`src/rtl/register_bank.sv`:
```
// Architectural register file of the 5-stage MIPS core: two bypassed combinational
// read ports, one write-back port and a handshaked dump sequencer for the debug unit.
module register_bank #(
    parameter int NB_DATA        = 32,
    parameter int NB_REG_ADDRESS = 5,
    parameter int N_REGISTERS    = 32
) (
    input  logic                      i_clock,
    input  logic                      i_reset,
    input  logic                      i_write_enable,
    input  logic [NB_REG_ADDRESS-1:0] i_address_write,
    input  logic [NB_DATA-1:0]        i_data_write,
    input  logic [NB_REG_ADDRESS-1:0] i_address_read_rs,
    input  logic [NB_REG_ADDRESS-1:0] i_address_read_rt,
    output logic [NB_DATA-1:0]        o_data_rs,
    output logic [NB_DATA-1:0]        o_data_rt,
    input  logic                      i_dump_start,
    input  logic                      i_dump_ready,
    output logic                      o_dump_valid,
    output logic [NB_DATA-1:0]        o_dump_data,
    output logic [NB_REG_ADDRESS-1:0] o_dump_address,
    output logic                      o_dump_busy,
    output logic                      o_dump_done
);

    typedef enum logic [1:0] {
        IDLE,
        LOAD,
        SEND,
        DONE
    } dump_state_t;

    localparam logic [NB_REG_ADDRESS-1:0] LAST_INDEX = NB_REG_ADDRESS'(N_REGISTERS - 1);

    logic [NB_DATA-1:0]        registers [N_REGISTERS];
    logic [NB_DATA-1:0]        load_word;
    logic [NB_REG_ADDRESS-1:0] dump_index;
    dump_state_t               dump_state;

    // Register 0 is never written, so it stays at its reset value of zero
    always_ff @(posedge i_clock or negedge i_reset) begin
        if (!i_reset) begin
            for (int i = 0; i < N_REGISTERS; i++) begin
                registers[i] <= '0;
            end
        end else if (i_write_enable && (i_address_write != '0)) begin
            registers[i_address_write] <= i_data_write;
        end
    end

    always_comb begin
        o_data_rs = registers[i_address_read_rs];
        if (i_address_read_rs == '0) begin
            o_data_rs = '0;
        end else if (i_write_enable && (i_address_write == i_address_read_rs)) begin
            o_data_rs = i_data_write;
        end
    end

    always_comb begin
        o_data_rt = registers[i_address_read_rt];
        if (i_address_read_rt == '0) begin
            o_data_rt = '0;
        end else if (i_write_enable && (i_address_write == i_address_read_rt)) begin
            o_data_rt = i_data_write;
        end
    end

    // The dump port sees the same bypassed view as the decode ports
    always_comb begin
        load_word = registers[dump_index];
        if (dump_index == '0) begin
            load_word = '0;
        end else if (i_write_enable && (i_address_write == dump_index)) begin
            load_word = i_data_write;
        end
    end

    always_ff @(posedge i_clock or negedge i_reset) begin
        if (!i_reset) begin
            dump_state     <= IDLE;
            dump_index     <= '0;
            o_dump_valid   <= 1'b0;
            o_dump_busy    <= 1'b0;
            o_dump_done    <= 1'b0;
            o_dump_data    <= '0;
            o_dump_address <= '0;
        end else begin
            case (dump_state)
                IDLE: begin
                    o_dump_done <= 1'b0;
                    if (i_dump_start) begin
                        dump_index  <= '0;
                        o_dump_busy <= 1'b1;
                        dump_state  <= LOAD;
                    end
                end
                LOAD: begin
                    o_dump_data    <= load_word;
                    o_dump_address <= dump_index;
                    o_dump_valid   <= 1'b1;
                    dump_state     <= SEND;
                end
                SEND: begin
                    // Word and address stay frozen until the debug unit accepts them
                    if (i_dump_ready) begin
                        o_dump_valid <= 1'b0;
                        if (dump_index == LAST_INDEX) begin
                            o_dump_busy <= 1'b0;
                            o_dump_done <= 1'b1;
                            dump_state  <= DONE;
                        end else begin
                            dump_index <= dump_index + 1'b1;
                            dump_state <= LOAD;
                        end
                    end
                end
                DONE: begin
                    o_dump_done <= 1'b0;
                    dump_state  <= IDLE;
                end
                default: begin
                    dump_state <= IDLE;
                end
            endcase
        end
    end

endmodule
```
`config.mk`:
```
export PLATFORM = sky130hd
export DESIGN_NAME = register_bank
export DESIGN_NICKNAME = d
export VERILOG_FILES = /design/src/rtl/register_bank.sv
export SDC_FILE = /design/constraint.sdc
export NUM_CORES = 2
export LEC_CHECK = 0
export ABC_CLOCK_PERIOD_IN_PS = 13500
export CAP_MARGIN = 20
export CORE_MARGIN = 1
export CORE_UTILIZATION = 60
export DETAILED_ROUTE_END_ITERATION = 10
export PLACE_DENSITY = 0.78
export SLEW_MARGIN = 20
export SYNTH_ARGS = -nofsm -noshare
export SYNTH_HDL_FRONTEND = slang
export SYNTH_SLANG_ARGS = --single-unit
```
`constraint.sdc`:
```
create_clock -name i_clock -period 13.5 [get_ports i_clock]
set_input_delay 4.05 -clock i_clock [delete_from_list [all_inputs] [get_ports i_clock]]
set_output_delay 4.05 -clock i_clock [all_outputs]
set_load 0.02 [all_outputs]
```
==> flow_summary.yaml <==
sta:
  worst_slew_pin_slew_ns: 1.271
  setup_viol: 0
  final.setup_skew_ns: 0.03382
  setup-tns-final_ns: 0
  timing.final.hold_violations: 0
  grt_setup_unrepaired: "false"
  timing.max_slew.rel_slack_pct: 15.11
  slew_viol_final: 0
  min_period_ns: 12.58
  clock.fmax_mhz: 79.46
  timing.final.crit_share_pct: 93.22
synthesis:
  synthesis.yosys.warnings: 0
  synth_seq_area_share_pct: 40.71
  most_used_flip_flop_cell_after_synthesis: "dfrtp_1"
  synth-async-reset-ratio_pct: 100.0
  ys_top_cells_by_count: "dfrtp_1 (1,071), mux2_2 (643), mux2i_1 (546)"
  yosys_top_cell_by_area: "dfrtp_1"
  synthTopCellsByArea: "dfrtp_1 (41%), mux4_2 (16%), mux2_2 (11%), mux2_1 (8.5%), mux2i_1 (8.3%)"
  synthMostInstantiatedCell: "dfrtp_1"
  synthesis.area_mm2: 0.06583
  synth.distinct_cells: 64
  synth_fp_nets: 5075
  post_synth_inst_count: 5016
  synth_enable_flop_cells: 0
  synthDominantCellAreaShare_pct: 40.71
  syn_area_per_cell_um2: 13.12
  postSynthRegisterBits: 1071
global_routing:
  wire_length_of_the_first_global_routing_pass_um: 361600
  grt_max_degree: 180
  grt_pass1_vias: 50880
  grt_util_all_layers_pct: 45.18
  grt-ovfl-total: 0
  antenna_found_initial: 14
drt:
  wirelength_um: 252000
  num_vias: 51960
  routed_length_per_instance_um: 39.33
  detail_route.iter0.violations: 8491
  route.detailed.vias_per_inst: 8.111
  final_antenna_net_count: 0
  drt_pre_antenna_iters: 11
  drt_drc_violations_left: 4
final_layout:
  final_layout_size_suffix_gt1_share_pct: 31.27
  layout-area-overhead-vs-synth_pct: 10.16
  layout.core_utilization_pct: 66.62
  final_net_count: 4942
place:
  hpwl_um: 147500
  buffer_ports.inserted: 155
  place.gp.congestion: 0.9817
clock_network:
  cts_hold_repair.buffers: 0
  cts_tree: "done"
  clock_latency_at_the_later_pin_of_the_worst_skew_pair_ns: 0.73
  cts.sinks: 1071
  postCtsSetupBuffers: 0
  h_tree_lvls: 3
  cts_max_path_buffers: 3
  clock_tree.root_cell: "clkbuf_16"
  clk_pin_slew_ns: 0.06
  cts_inserted_buffers: 115
  cts-resized-gates: 0
hold_path:
  timing.hold.worst_path_depth: 0
  hold_class: "reg2reg"
  hold_start: "registers[1012]"
  hold_end: "registers[1012]"
critical_path:
  critPathArrivalTime_ns: 8.53
  regToRegStartpoint: "dump_index[0]"
  worst_r2r_endpoint: "o_dump_data[11]"
  worst-r2r-cell-count: 8
  critPathMaxFanout: 24
  rrSetupSlack_ns: 8.19
  endpoint_kind: "primary output"
  critical_path_required_ns: 9.45
  crit_path_start_kind: "input port"
  worst-setup-path-type: "in2out"
floorplanning:
  vertical_die_dimension_um: 333.2
  floorplan.initialDensity_pct: 60.47
  fp.coreArea_mm2: 0.1089
  die-area_mm2: 0.1110
  dieWidth_um: 333.2
  design.portCount: 156
  rows: 121
power_and_ir_drop:
  vdd_drop_max_uv: 143.9
  cellLeakagePower_uw: 0.03054
  power-per-cell-area_mw_per_mm2: 159.6
run_status:
  run_status: "complete, but fails checks"
  violations: "design-rule violations"
run:
  cap_violations: 0
-- worst max-delay path, cell delays in order --
cell and delay (ns):
clkdlybuf4s50_1 0.52, buf_4 0.23, xnor2_1 0.18, and4_1 0.64, nand2_2 0.63, nor2_1 1.17, a211o_1 0.42, clkdlybuf4s50_1 0.66
-- placed cells by master, fill, tap and decap left out, drive strengths merged, types with 11 or more instances in the layout --
cell type	Yosys	routed
mux2i	546	546
and3	12	12
nor3	64	64
a221o	56	56
clkdlybuf4s50	0	144
clkinv	1	33
mux4	462	462
bufinv	0	24
or2	11	11
o22ai	178	178
nand2b	21	21
a22oi	44	44
inv	10	11
xnor2	15	15
a221oi	79	79
a311oi	12	12
mux2	1137	1137
nor4	38	38
nor2	128	128
clkbuf	319	154
a22o	34	34
buf	256	181
a31oi	13	13
a211o	13	13
o21ai	97	97
a2111oi	49	49
nand3	25	25
dfrtp	1071	1071
nor3b	12	12
nor2b	18	18
a211oi	26	26
a21oi	90	90
nand2	83	83
-- per-stage QoR --
| stage | hold slack, ns | power [µW] | cell area [µm²] | setup slack, ns | instances |
|---|---|---|---|---|---|
| 2_1_floorplan | 0.4550 | 6814 | 65830 | 3.455 | 5016 |
| 3_3_place_gp | 0.3922 | 7784 | 68260 | 1.569 | 6180 |
| 3_5_place_dp | 0.4049 | 7906 | 68260 | 1.456 | 6180 |
| 4_1_cts | 0.4178 | 11430 | 72490 | 1.458 | 6397 |
| 5_1_grt | 0.4337 | 11890 | 72490 | 1.169 | 6397 |
| 6_report | 0.4230 | 11570 | 72520 | 0.9156 | 6406 |
-- final cells by class --
cell class | instances | area, µm²
Antenna cell | 9 | 22.52
Clock buffer | 154 | 3278
Clock inverter | 63 | 945.9
Fill cell | 7702 | 36340
Inverter | 11 | 41.29
Multi-Input combinational cell | 3359 | 36670
Sequential cell | 1071 | 26820
Tap cell | 1414 | 1769
Timing Repair Buffer | 325 | 2977
-- per-layer routing --
layer	share of wire, %	wire, µm	GRT usage, %	vias up
li1	-	-	-	19410
met1	34	85530	56.97	26330
met2	41	102700	61.63	4745
met3	16	40600	20.05	1452
met4	9.1	22870	32.53	26
met5	0.082	207	0	-
-- cell families (layout without fill, tap and decap cells) --
logic type                 after synthesis  after routing  share of synthesized area (%)
AOI/OAI and AO/OA                      742            742                          8.019
xor gates and xnor gates                15             15                         0.1996
adders and majority gates                7              7                         0.1330
buffers and inverters                  586            553                          3.982
DFF                                   1071           1071                          40.71
muxes                                 2145           2145                          43.56
other                                    0              9                              0
and+or+nand+nor                        450            450                          3.395
-- registers in the layout, summed over array words and instances (netlist names) --
name	cells
registers	1024
o_dump_valid	1
dump_state	2
dump_index	5
o_dump_data	32
o_dump_busy	1
o_dump_done	1
o_dump_address	5
-- power by group --
| part | internal, µW | leakage (µW) | switching, µW | total, µW |
|---|---|---|---|---|
| clock network | 2160 | 0.00208 | 1410 | 3570 |
| logic | 1770 | 0.0147 | 1760 | 3530 |
| registers | 3820 | 0.0138 | 659 | 4480 |
-- worst max path at each step --
stage | startpoint | to | slack (ns) | cells after the start
after global placement | i_address_write[2] | o_data_rs[6] | 1.57 | 8
after CTS | i_address_write[2] | o_data_rs[6] | 1.46 | 8
after detailed placement | i_address_write[2] | o_data_rs[6] | 1.46 | 8
final | i_address_write[2] | o_data_rs[15] | 0.92 | 8
after floorplan | i_address_read_rt[0] | o_data_rt[3] | 3.45 | 8
after global routing | i_address_write[3] | o_data_rs[6] | 1.17 | 8
No activity file was read; power rests on OpenSTA's default activity.
